<file path="src/rtl/iod_dly_pkg.sv">
`default_nettype none
// ============================================================================
//  Module   : iod_dly_pkg
//  Purpose  : Shared types and helpers for the PF_IOD delay-line step sequencer.
//  Revision : 1.0  initial release
// ============================================================================
package iod_dly_pkg;

    typedef enum logic [2:0] {
        ST_INIT  = 3'd0,
        ST_IDLE  = 3'd1,
        ST_LOAD  = 3'd2,
        ST_SETUP = 3'd3,
        ST_MOVE  = 3'd4,
        ST_GAP   = 3'd5,
        ST_DONE  = 3'd6,
        ST_ERR   = 3'd7
    } dly_state_t;

    localparam logic DIR_INC = 1'b1;

    // Settle counter must hold SETTLE_CYC itself (LOAD uses the full value).
    function automatic int settle_cnt_w(input int settle_cyc);
        int w;
        w = $clog2(settle_cyc + 1);
        return (w < 1) ? 1 : w;
    endfunction

endpackage
`default_nettype wire

</file>
<file path="src/rtl/iod_dly_step_ctrl_settle_cnt.sv">
`default_nettype none
// ============================================================================
//  Module   : iod_dly_settle_cnt
//  Purpose  : Loadable saturating down-counter with zero flag for settle waits.
//  Revision : 1.0  initial release
// ============================================================================
module iod_dly_settle_cnt #(
    parameter int W = 3
) (
    input  logic         clk,
    input  logic         rst,
    input  logic         i_load,
    input  logic [W-1:0] i_load_val,
    input  logic         i_dec,
    output logic [W-1:0] o_count,
    output logic         o_zero
);

    logic [W-1:0] count_q;
    logic [W-1:0] count_d;

    always_comb begin
        count_d = count_q;
        if (i_load) begin
            count_d = i_load_val;
        end else if (i_dec && (count_q != '0)) begin
            count_d = count_q - W'(1);
        end
    end

    always_ff @(posedge clk or posedge rst) begin
        if (rst) begin
            count_q <= '0;
        end else begin
            count_q <= count_d;
        end
    end

    assign o_count = count_q;
    assign o_zero  = (count_q == '0);

endmodule
`default_nettype wire

</file>
<file path="src/rtl/iod_dly_step_ctrl.sv">
`default_nettype none
// ============================================================================
//  Module   : iod_dly_step_ctrl
//  Purpose  : Turns absolute tap requests into timed PF_IOD MOVE/LOAD pulses.
//             Optional statistics counters enabled by macro IOD_DLY_STAT_EN.
//  Revision : 1.0  initial release
// ============================================================================
module iod_dly_step_ctrl
    import iod_dly_pkg::*;
#(
    parameter int TAP_W      = 8,
    parameter int TAP_MAX    = 255,
    parameter int LOAD_VAL   = 1,
    parameter int SETTLE_CYC = 4
) (
    input  logic             FAB_CLK,
    input  logic             ARST,
    input  logic             REQ_VALID,
    output logic             REQ_READY,
    input  logic             REQ_LOAD,
    input  logic [TAP_W-1:0] REQ_TARGET,
    output logic             RESP_VALID,
    output logic             RESP_ERR,
    output logic             RESP_CLAMPED,
    output logic [TAP_W-1:0] CUR_TAP,
    output logic             DELAY_LINE_MOVE,
    output logic             DELAY_LINE_DIRECTION,
    output logic             DELAY_LINE_LOAD,
    input  logic             DELAY_LINE_OUT_OF_RANGE
`ifdef IOD_DLY_STAT_EN
    ,
    input  logic             STAT_CLR,
    output logic [15:0]      STAT_MOVES,
    output logic [7:0]       STAT_OOR
`endif
);

    localparam int CNT_W = settle_cnt_w(SETTLE_CYC);

    dly_state_t       state_q, state_d;
    logic [TAP_W-1:0] tgt_q, tgt_d;
    logic [TAP_W-1:0] cur_q, cur_d;
    logic             clamp_q, clamp_d;
    logic             dir_q, dir_d;
    logic             auto_q, auto_d;
    logic             resp_valid_q, resp_valid_d;
    logic             resp_err_q, resp_err_d;
    logic             resp_clamp_q, resp_clamp_d;

    logic             w_move, w_load, w_ready;
    logic             w_cnt_load, w_cnt_dec, w_cnt_zero;
    logic [CNT_W-1:0] w_cnt_val, w_cnt;
    logic [TAP_W-1:0] w_req_tgt;
    logic             w_req_clamp;

    assign w_req_clamp = (REQ_TARGET > TAP_W'(TAP_MAX));
    assign w_req_tgt   = w_req_clamp ? TAP_W'(TAP_MAX) : REQ_TARGET;
    assign w_cnt_dec   = (state_q == ST_LOAD) || (state_q == ST_GAP);

    iod_dly_settle_cnt #(
        .W (CNT_W)
    ) u_settle (
        .clk        (FAB_CLK),
        .rst        (ARST),
        .i_load     (w_cnt_load),
        .i_load_val (w_cnt_val),
        .i_dec      (w_cnt_dec),
        .o_count    (w_cnt),
        .o_zero     (w_cnt_zero)
    );

    always_comb begin
        state_d    = state_q;
        tgt_d      = tgt_q;
        cur_d      = cur_q;
        clamp_d    = clamp_q;
        dir_d      = dir_q;
        auto_d     = auto_q;
        w_move     = 1'b0;
        w_load     = 1'b0;
        w_ready    = 1'b0;
        w_cnt_load = 1'b0;
        w_cnt_val  = CNT_W'(SETTLE_CYC);

        case (state_q)
            ST_INIT: begin
                auto_d     = 1'b1;
                w_cnt_load = 1'b1;
                state_d    = ST_LOAD;
            end
            ST_IDLE: begin
                w_ready = 1'b1;
                if (REQ_VALID) begin
                    if (REQ_LOAD) begin
                        clamp_d    = 1'b0;
                        w_cnt_load = 1'b1;
                        state_d    = ST_LOAD;
                    end else begin
                        tgt_d   = w_req_tgt;
                        clamp_d = w_req_clamp;
                        // Direction is set on accept so it is stable through SETUP.
                        dir_d   = (w_req_tgt > cur_q);
                        state_d = (w_req_tgt == cur_q) ? ST_DONE : ST_SETUP;
                    end
                end
            end
            ST_LOAD: begin
                // Counter is freshly loaded with SETTLE_CYC only on the first LOAD cycle.
                if (w_cnt == CNT_W'(SETTLE_CYC)) begin
                    w_load = 1'b1;
                    cur_d  = TAP_W'(LOAD_VAL);
                end
                if (w_cnt_zero) begin
                    auto_d  = 1'b0;
                    state_d = auto_q ? ST_IDLE : ST_DONE;
                end
            end
            ST_SETUP: begin
                state_d = ST_MOVE;
            end
            ST_MOVE: begin
                w_move     = 1'b1;
                cur_d      = (dir_q == DIR_INC) ? cur_q + TAP_W'(1) : cur_q - TAP_W'(1);
                w_cnt_load = 1'b1;
                w_cnt_val  = CNT_W'(SETTLE_CYC - 1);
                state_d    = ST_GAP;
            end
            ST_GAP: begin
                if (DELAY_LINE_OUT_OF_RANGE) begin
                    state_d = ST_ERR;
                end else if (w_cnt_zero) begin
                    state_d = (cur_q == tgt_q) ? ST_DONE : ST_MOVE;
                end
            end
            ST_DONE, ST_ERR: begin
                dir_d   = 1'b0;
                state_d = ST_IDLE;
            end
            default: state_d = ST_INIT;
        endcase

        resp_valid_d = (state_q == ST_DONE) || (state_q == ST_ERR);
        resp_err_d   = (state_q == ST_ERR);
        resp_clamp_d = (state_q == ST_DONE) && clamp_q;
    end

    always_ff @(posedge FAB_CLK or posedge ARST) begin
        if (ARST) begin
            state_q      <= ST_INIT;
            tgt_q        <= '0;
            cur_q        <= TAP_W'(LOAD_VAL);
            clamp_q      <= 1'b0;
            dir_q        <= 1'b0;
            auto_q       <= 1'b1;
            resp_valid_q <= 1'b0;
            resp_err_q   <= 1'b0;
            resp_clamp_q <= 1'b0;
        end else begin
            state_q      <= state_d;
            tgt_q        <= tgt_d;
            cur_q        <= cur_d;
            clamp_q      <= clamp_d;
            dir_q        <= dir_d;
            auto_q       <= auto_d;
            resp_valid_q <= resp_valid_d;
            resp_err_q   <= resp_err_d;
            resp_clamp_q <= resp_clamp_d;
        end
    end

    assign REQ_READY            = w_ready;
    assign RESP_VALID           = resp_valid_q;
    assign RESP_ERR             = resp_err_q;
    assign RESP_CLAMPED         = resp_clamp_q;
    assign CUR_TAP              = cur_q;
    assign DELAY_LINE_MOVE      = w_move;
    assign DELAY_LINE_DIRECTION = dir_q;
    assign DELAY_LINE_LOAD      = w_load;

`ifdef IOD_DLY_STAT_EN
    logic [15:0] stat_moves_q, stat_moves_d;
    logic [7:0]  stat_oor_q, stat_oor_d;

    always_comb begin
        stat_moves_d = stat_moves_q;
        stat_oor_d   = stat_oor_q;
        if (STAT_CLR) begin
            stat_moves_d = '0;
            stat_oor_d   = '0;
        end else begin
            if (w_move && (stat_moves_q != 16'hFFFF)) stat_moves_d = stat_moves_q + 16'd1;
            if ((state_q == ST_ERR) && (stat_oor_q != 8'hFF)) stat_oor_d = stat_oor_q + 8'd1;
        end
    end

    always_ff @(posedge FAB_CLK or posedge ARST) begin
        if (ARST) begin
            stat_moves_q <= '0;
            stat_oor_q   <= '0;
        end else begin
            stat_moves_q <= stat_moves_d;
            stat_oor_q   <= stat_oor_d;
        end
    end

    assign STAT_MOVES = stat_moves_q;
    assign STAT_OOR   = stat_oor_q;
`endif

endmodule
`default_nettype wire

</file>
<file path="config.mk">
export PLATFORM = sky130hd
export DESIGN_NAME = iod_dly_step_ctrl
export DESIGN_NICKNAME = d
export VERILOG_FILES = /design/src/rtl/iod_dly_pkg.sv /design/src/rtl/iod_dly_step_ctrl_settle_cnt.sv /design/src/rtl/iod_dly_step_ctrl.sv
export SDC_FILE = /design/constraint.sdc
export NUM_CORES = 1
export LEC_CHECK = 0
export ABC_CLOCK_PERIOD_IN_PS = 2500
export CORE_MARGIN = 3
export CORE_UTILIZATION = 40
export CTS_BUF_LIST = sky130_fd_sc_hd__clkbuf_8
export CTS_CLUSTER_DIAMETER = 120
export DETAILED_ROUTE_END_ITERATION = 8
export GPL_TIMING_DRIVEN = 0
export PLACE_DENSITY_LB_ADDON = 0.05
export SLEW_MARGIN = 10
export SYNTH_ARGS = -nofsm -noshare
export SYNTH_HDL_FRONTEND = slang
export SYNTH_SLANG_ARGS = --single-unit
</file>
<file path="constraint.sdc">
create_clock -name FAB_CLK -period 2.5 [get_ports FAB_CLK]
set_clock_uncertainty 0.05 [all_clocks]
set_input_delay 0.375 -clock FAB_CLK [delete_from_list [all_inputs] [get_ports FAB_CLK]]
set_output_delay 0.375 -clock FAB_CLK [all_outputs]
set_load 0.02 [all_outputs]
</file>
==> flow_results.xml, run 1 <==
<?xml version="1.0" encoding="UTF-8"?>
<metrics>
  <group name="detailed_routing">
    <metric name="vias_per_cell" unit="">5.42</metric>
    <metric name="post_drt_wl_per_cell" unit="um">15.5</metric>
    <metric name="drt.antenna.violating_nets" unit="">0</metric>
    <metric name="post-route-drc-count" unit="">0</metric>
    <metric name="finalWirelength" unit="um">4240</metric>
    <metric name="detailedRoute.firstIterationViolations" unit="">51</metric>
    <metric name="via_count" unit="">1486</metric>
    <metric name="drt_pre_antenna_iters" unit="">4</metric>
  </group>
  <group name="floorplan">
    <metric name="initial_utilization" unit="">0.421</metric>
    <metric name="pin_count" unit="">28</metric>
    <metric name="placeableCoreArea" unit="um2">4440</metric>
    <metric name="fp-row-count" unit="">24</metric>
    <metric name="die_y" unit="um">74.4</metric>
    <metric name="die-width" unit="um">74.4</metric>
    <metric name="design.die.area" unit="um2">5530</metric>
  </group>
  <group name="placement">
    <metric name="place_hpwl" unit="um">3280</metric>
    <metric name="place.port_buffers" unit="">27</metric>
    <metric name="globalplace.congestion" unit="">0.944</metric>
  </group>
  <group name="sta">
    <metric name="maxSlewViolCount" unit="">0</metric>
    <metric name="rsz0062_at_grt" unit="">no</metric>
    <metric name="clock.fmax" unit="GHz">0.422</metric>
    <metric name="period_share" unit="">0.947</metric>
    <metric name="timing.slew.headroom" unit="">0.293</metric>
    <metric name="final_period_minus_worst_setup_slack" unit="ns">2.37</metric>
    <metric name="timing_worst_slew_pin_value" unit="ns">1.06</metric>
    <metric name="report.final.setup_viol" unit="">0</metric>
    <metric name="final_hold_viol_count" unit="">0</metric>
    <metric name="setup-tns-final" unit="ns">0</metric>
  </group>
  <group name="hold_path">
    <metric name="min-delay-path-class" unit="">register to register</metric>
  </group>
  <group name="worst_setup_path">
    <metric name="cp_capture_type" unit="">output pin</metric>
    <metric name="worst-endpoint-required" unit="ns">2.08</metric>
    <metric name="path_max_fanout" unit="">10</metric>
    <metric name="cp-start-kind" unit="">register</metric>
    <metric name="crit_path_dat" unit="ns">1.94</metric>
    <metric name="critical_path_class" unit="">register to output pin</metric>
  </group>
  <group name="clock_network">
    <metric name="clock_insertion_delay_worst_skew" unit="ns">0.27</metric>
    <metric name="cts_num_sinks" unit="">27</metric>
    <metric name="cts-htree-levels" unit="">1</metric>
    <metric name="clock_tree.buffer_depth" unit="">2</metric>
    <metric name="cts-buffers-inserted" unit="">3</metric>
    <metric name="clk_pin_slew" unit="ns">0.10</metric>
    <metric name="cts-root-buf" unit="">clkbuf_8</metric>
    <metric name="tritoncts" unit="">yes</metric>
  </group>
  <group name="power">
    <metric name="share_of_total_power_in_the_clock_network" unit="">0.087</metric>
    <metric name="power.switching_fraction" unit="">0.442</metric>
    <metric name="leak_pwr" unit="nW">1.00</metric>
    <metric name="switchingPower" unit="W">0.00125</metric>
    <metric name="power_frac_seq" unit="">0.306</metric>
    <metric name="vdd.ir_drop.worst" unit="mV">0.543</metric>
    <metric name="comb_power_share" unit="">0.607</metric>
    <metric name="pwr_density_cell" unit="nW/um2">1260</metric>
    <metric name="internal_power" unit="W">0.00158</metric>
    <metric name="power.total" unit="W">0.00283</metric>
  </group>
  <group name="layout">
    <metric name="drive_above_1_share" unit="">0.117</metric>
    <metric name="antenna_cells" unit="">0</metric>
    <metric name="number_of_nets_in_the_layout" unit="">253</metric>
    <metric name="syn2layout_area_growth" unit="%">20.7</metric>
  </group>
  <group name="synth">
    <metric name="synth.yosys.warnings" unit="">0</metric>
    <metric name="synth.yosys.seq_area_share" unit="">0.363</metric>
    <metric name="yosys.area_share.simple" unit="">0.158</metric>
    <metric name="synthesis.area_per_instance" unit="um2">9.79</metric>
    <metric name="synthDistinctLibCells" unit="">51</metric>
    <metric name="synth_async_sr_flop_share" unit="">1.00</metric>
    <metric name="synth_edf_count" unit="">0</metric>
    <metric name="synthesis.instances" unit="">191</metric>
    <metric name="synth_top_flop_cell" unit="">dfrtp_1</metric>
    <metric name="post_synth_mux_area_share" unit="">0.0542</metric>
    <metric name="xor_and_xnor_fraction_of_the_mapped_netlist_area" unit="">0.0562</metric>
    <metric name="postSynthRegisterBits" unit="">27</metric>
    <metric name="mappedNetlistNets" unit="">221</metric>
    <metric name="synth_compound_area_frac" unit="">0.190</metric>
    <metric name="adder_and_majority_cell_fraction_of_the_synthesized_area" unit="">0.118</metric>
    <metric name="post_synth_design_cell_area" unit="um2">1870</metric>
    <metric name="main_combinational_cell_family_by_area_after_synthesis" unit="">compound AO/OA/AOI/OAI gates</metric>
  </group>
  <group name="global_routing">
    <metric name="globalRouteTotalUtil" unit="">0.165</metric>
    <metric name="total_congestion_overflow" unit="">0</metric>
    <metric name="pin_count_of_the_biggest_net_entering_global_routing" unit="">28</metric>
    <metric name="first_pass_grt_wire_length" unit="um">7200</metric>
    <metric name="first_global_vias" unit="">1536</metric>
    <metric name="grt_antenna_before_repair" unit="">0</metric>
  </group>
  <group name="job">
    <metric name="cap_viol_max_count" unit="">0</metric>
  </group>
  <group name="run_status">
    <metric name="outcome" unit="">finished, final reports clean</metric>
  </group>
</metrics>
repair_timing:
item                       4_1_cts  5_1_grt
hold buffers                     0        0
setup buffers                    0        0
resized for setup                0        2
setup endpoints to repair        0        2
routing by layer:
metal  GRT usage  vias up  wire [um]
met5           0        -          0
met4      0.0375        0         24
met2       0.284       22       2080
met3      0.0216        2        122
li1            -      749          -
met1       0.221      713       2010
metrics by stage:
stage	area (um2)	hold slack, ns	utilization	std cells	setup slack (ns)
3_5_place_dp	2210	0.448	0.496	270	0.133
6_report	2260	0.464	0.508	274	0.132
4_1_cts	2250	0.470	0.506	274	0.00912
5_1_grt	2260	0.494	0.508	274	0.0101
3_3_place_gp	2210	0.442	0.496	270	0.140
2_1_floorplan	1870	0.376	-	191	0.241
Yosys cell counts (2+ instances only):
cell,count,share of area
dfrtp_1,25,0.33
a21oi_1,16,0.043
ha_1,16,0.11
inv_1,16,0.032
nand2_1,13,0.026
xor2_1,11,0.052
o21ai_0,8,0.021
o21ai_1,7,0.019
mux2_4,6,0.048
nor2b_1,5,0.017
nand2b_1,4,0.013
nor2_1,4,0.0080
o31ai_1,4,0.016
nor3_1,3,0.0080
a211oi_1,2,0.0080
a21o_1,2,0.0080
a21oi_2,2,0.0094
and2_1,2,0.0067
and3_1,2,0.0067
buf_4,2,0.0080
buf_6,2,0.012
dfstp_2,2,0.028
nand3b_1,2,0.0080
nand4_1,2,0.0067
nor4_1,2,0.0067
o22a_1,2,0.0094
o22ai_1,2,0.0067
o32ai_1,2,0.0094
or2_2,2,0.0067
or2b_1,2,0.0080
worst max-delay path: stages (launching register included):
cell and delay [ns]:
dfrtp_1 0.48, buf_2 0.21, or2_2 0.33, inv_1 0.06, clkdlybuf4s50_1 0.59
power by group through the flow:
stage	clock network [W]	registers (W)	logic (W)
2_1_floorplan	0	0.000891	0.00120
3_3_place_gp	0	0.000866	0.00167
3_5_place_dp	0	0.000877	0.00171
4_1_cts	0.000257	0.000868	0.00172
5_1_grt	0.000278	0.000900	0.00192
6_report	0.000247	0.000868	0.00172
sequential cells by signal, indices dropped and copies added (netlist names):
signal,cells
CUR_TAP,8
DELAY_LINE_DIRECTION,1
RESP_CLAMPED,1
state_q,3
tgt_q,8
u_settle.o_count,3
RESP_ERR,1
RESP_VALID,1
auto_q,1
cells by family (layout without fill, tap and decap cells):
| family | count (synthesis) | count (layout) |
|---|---|---|
| other | 1 | 1 |
| AND/OR/NAND/NOR | 50 | 50 |
| buffers and inverters | 22 | 53 |
| XOR/XNOR | 12 | 12 |
| flip-flops | 27 | 27 |
| multiplexers | 7 | 7 |
| AO/OA/AOI/OAI | 55 | 55 |
| adder cells (fa/ha/maj) | 17 | 17 |
layout make-up:
class | instances | area, um2
plain buffers | 5 | 42.5
repair buffers | 27 | 270
flip-flops and latches | 27 | 679
fillers | 425 | 2190
clock inverters | 1 | 3.75
clock buffers | 3 | 41.3
well taps | 52 | 65.1
multi-input cells | 142 | 1090
inverters | 17 | 68.8
placed cells by master, fill, tap and decap left out, types with 3 or more instances in the layout:
master	count
clkdlybuf4s50_1	27
dfrtp_1	24
inv_1	17
a21oi_1	16
ha_1	16
nand2_1	13
xor2_1	11
o21ai_0	8
o21ai_1	7
mux2_4	6
nor2b_1	5
nand2b_1	4
o31ai_1	4
nor2_1	4
nor3_1	3
clkbuf_8	3
worst paths after layout:
path	from	end	slack, ns	depth (start not counted)
max in group asynchronous	ARST	DELAY_LINE_DIRECTION$_DFFE_PP0P_	1.08	2
worst max-delay path	state_q[2]$_DFFE_PP0P_	REQ_READY	0.13	4
min in group asynchronous	ARST	RESP_ERR$_DFF_PP0_	0.61	2
worst min register to register	auto_q$_DFFE_PP1P_	auto_q$_DFFE_PP1P_	0.46	2
worst max register to register	DELAY_LINE_DIRECTION$_DFFE_PP0P_	CUR_TAP[6]$_DFFE_PP0P_	0.15	7
worst min-delay path	auto_q$_DFFE_PP1P_	auto_q$_DFFE_PP1P_	0.46	2
Power figures use the tool's default switching activity.
==> run 2: changes to the inputs <==
Settings changed: REMOVE_ABC_BUFFERS from default to 1.
==> run 2 against run 1 <==
Via count up 0.54%. Global-route usage down 0.11 points. Sequential power up 6.5%. Register-to-register slack better by 0.04 ns. Sequential cell count unchanged. Maximum frequency down 1.2%. Sequential share of layout area up 0.62 points. Count of clock-buffer cells in the layout unchanged. Die area unchanged. Clock power up 5%. Critical path type unchanged. Critical endpoint unchanged.
==> flow_results.xml, run 2 (synthesis gave the netlist of run 1 again) <==
<?xml version="1.0" encoding="UTF-8"?>
<metrics>
  <group name="floorplan">
    <metric name="initial_utilization" unit="">0.421</metric>
    <metric name="placeableCoreArea" unit="um2">4440</metric>
    <metric name="pin_count" unit="">28</metric>
    <metric name="design.die.area" unit="um2">5530</metric>
    <metric name="die-width" unit="um">74.4</metric>
    <metric name="fp-row-count" unit="">24</metric>
    <metric name="die_y" unit="um">74.4</metric>
  </group>
  <group name="layout">
    <metric name="drive_above_1_share" unit="">0.115</metric>
    <metric name="final_common_cell" unit="">clkdlybuf4s50_1</metric>
    <metric name="n_fill_cell" unit="">424</metric>
    <metric name="post-route-util" unit="">0.499</metric>
    <metric name="syn2layout_area_growth" unit="%">18.7</metric>
    <metric name="mostFrequentLayoutCells" unit="">27 x clkdlybuf4s50_1, 22 x dfrtp_1, 16 x a21oi_1, 16 x ha_1, 15 x inv_1</metric>
    <metric name="antenna_cells" unit="">0</metric>
    <metric name="number_of_nets_in_the_layout" unit="">248</metric>
    <metric name="finish.cell_count_without_fillers" unit="">269</metric>
  </group>
  <group name="worst_setup_path">
    <metric name="timing.critical_path.slowest_cell_delay" unit="ns">0.60</metric>
    <metric name="worst-endpoint-required" unit="ns">2.08</metric>
    <metric name="cp_capture_type" unit="">output pin</metric>
    <metric name="path_max_fanout" unit="">16</metric>
    <metric name="critical_path_class" unit="">register to output pin</metric>
    <metric name="r2r_setup_slack" unit="ns">0.19</metric>
    <metric name="timing.critical_path.cells" unit="">nand2b_1, or2_2, inv_1, clkdlybuf4s50_1</metric>
    <metric name="crit_path_dat" unit="ns">1.97</metric>
    <metric name="cp-start-kind" unit="">register</metric>
    <metric name="timing.critical_path.slowest_stage_cell" unit="">clkdlybuf4s50_1</metric>
  </group>
  <group name="global_routing">
    <metric name="first_global_vias" unit="">1503</metric>
    <metric name="total_congestion_overflow" unit="">0</metric>
    <metric name="pin_count_of_the_biggest_net_entering_global_routing" unit="">28</metric>
    <metric name="globalRouteTotalUtil" unit="">0.164</metric>
    <metric name="first_pass_grt_wire_length" unit="um">7070</metric>
    <metric name="grt_antenna_before_repair" unit="">0</metric>
  </group>
  <group name="placement">
    <metric name="place_ws" unit="ns">0.109</metric>
    <metric name="globalplace.congestion" unit="">0.836</metric>
    <metric name="place_hpwl" unit="um">3140</metric>
    <metric name="place.port_buffers" unit="">27</metric>
    <metric name="post-place-cells" unit="">265</metric>
  </group>
  <group name="sta">
    <metric name="clock.fmax" unit="GHz">0.417</metric>
    <metric name="final_hold_viol_count" unit="">0</metric>
    <metric name="timing.slew.headroom" unit="">0.309</metric>
    <metric name="maxSlewViolCount" unit="">0</metric>
    <metric name="final_period_minus_worst_setup_slack" unit="ns">2.40</metric>
    <metric name="setup_slack" unit="ns">0.103</metric>
    <metric name="period_share" unit="">0.959</metric>
    <metric name="report.final.setup_viol" unit="">0</metric>
    <metric name="rsz0062_at_grt" unit="">yes</metric>
    <metric name="timing_worst_slew_pin_value" unit="ns">1.03</metric>
  </group>
  <group name="power">
    <metric name="vdd.ir_drop.worst" unit="mV">0.547</metric>
    <metric name="power_frac_seq" unit="">0.331</metric>
    <metric name="power.switching_fraction" unit="">0.445</metric>
    <metric name="internal_power" unit="W">0.00155</metric>
    <metric name="share_of_total_power_in_the_clock_network" unit="">0.093</metric>
    <metric name="comb_power_share" unit="">0.576</metric>
    <metric name="switchingPower" unit="W">0.00124</metric>
    <metric name="pwr_density_cell" unit="nW/um2">1260</metric>
    <metric name="leak_pwr" unit="nW">0.972</metric>
  </group>
  <group name="clock_network">
    <metric name="clock_insertion_delay_worst_skew" unit="ns">0.28</metric>
    <metric name="cts-buffers-inserted" unit="">3</metric>
    <metric name="post_cts_hold_buffer_count" unit="">0</metric>
    <metric name="cts_num_sinks" unit="">27</metric>
    <metric name="clock_tree.buffer_depth" unit="">2</metric>
    <metric name="cts-htree-levels" unit="">1</metric>
    <metric name="tritoncts" unit="">yes</metric>
    <metric name="clk_pin_slew" unit="ns">0.09</metric>
    <metric name="cts-root-buf" unit="">clkbuf_8</metric>
  </group>
  <group name="detailed_routing">
    <metric name="finalWirelength" unit="um">4230</metric>
    <metric name="drt.antenna.violating_nets" unit="">0</metric>
    <metric name="drt_pre_antenna_iters" unit="">4</metric>
    <metric name="post-route-drc-count" unit="">0</metric>
    <metric name="vias_per_cell" unit="">5.55</metric>
    <metric name="detailedRoute.firstIterationViolations" unit="">70</metric>
    <metric name="via_count" unit="">1494</metric>
    <metric name="post_drt_wl_per_cell" unit="um">15.7</metric>
  </group>
  <group name="run_status">
    <metric name="outcome" unit="">finished, final reports clean</metric>
  </group>
  <group name="hold_path">
    <metric name="min-delay-path-class" unit="">register to register</metric>
  </group>
  <group name="job">
    <metric name="cap_viol_max_count" unit="">0</metric>
  </group>
</metrics>
[run 2: path summary, 6_finish.rpt]
| path | from | end | cells past startpoint |
|---|---|---|---|
| worst max-delay path | state_q[1]$_DFFE_PP0P_ | REQ_READY | 4 |
| worst max register to register | DELAY_LINE_DIRECTION$_DFFE_PP0P_ | CUR_TAP[6]$_DFFE_PP0P_ | 7 |
| max in group asynchronous | ARST | state_q[1]$_DFFE_PP0P_ | 2 |
| worst min register to register | auto_q$_DFFE_PP1P_ | auto_q$_DFFE_PP1P_ | 2 |
| min in group asynchronous | ARST | tgt_q[4]$_DFFE_PP0P_ | 2 |
| worst min-delay path | auto_q$_DFFE_PP1P_ | auto_q$_DFFE_PP1P_ | 2 |
[run 2: repair_timing]
| item | in CTS | in global routing |
|---|---|---|
| setup endpoints to repair | 2 | 3 |
| setup buffers | 0 | 0 |
| gates resized for setup | 5 | 1 |
[run 2: area by class of cell]
type / count / area (um2) / share of cell area
repair buffers: 27 / 270 / 0.122
flip-flops and latches: 27 / 682 / 0.307
clock buffers: 3 / 41.3 / 0.0186
clock inverters: 1 / 3.75 / 0.00169
well taps: 52 / 65.1 / 0.0293
inverters: 17 / 68.8 / 0.0310
multi-input cells: 142 / 1090 / 0.490
[run 2: layer usage]
layer / share of wire / vias up / track usage
met5: 0 / - / 0
met1: 0.47 / 727 / 0.219
met3: 0.025 / 6 / 0.0203
met4: 0.013 / 0 / 0.0514
met2: 0.49 / 24 / 0.277
li1: - / 737 / -
[run 2: worst max-delay path, delay by kind of cell (launching register included)]
kind | cells | cell delay, ns
simple gates | 2 | 0.52
buf+inv | 2 | 0.66
flops | 1 | 0.52
[run 2: power by group through the flow]
stage	Clock [W]	Sequential, W	Combinational (W)
2_1_floorplan	0	0.000924	0.00112
3_3_place_gp	0	0.000913	0.00156
3_5_place_dp	0	0.000928	0.00160
4_1_cts	0.000265	0.000927	0.00162
5_1_grt	0.000286	0.000959	0.00181
6_report	0.000259	0.000924	0.00161
[run 2: metrics by stage]
step	hold slack, ns	power (W)	TNS, ns	area [um2]
detailed placement	0.447	0.00253	0	2160
floorplan	0.376	0.00205	0	1830
finish	0.461	0.00279	0	2220
global placement	0.443	0.00248	0	2160
CTS	0.463	0.00281	0	2220
global route	0.493	0.00305	-0.00238	2220
==> run 3: changes to the inputs <==
Settings changed: TNS_END_PERCENT from default to 20.
==> results of run 3 <==
The final DEF is identical to that of run 2; final timing and power are the same.
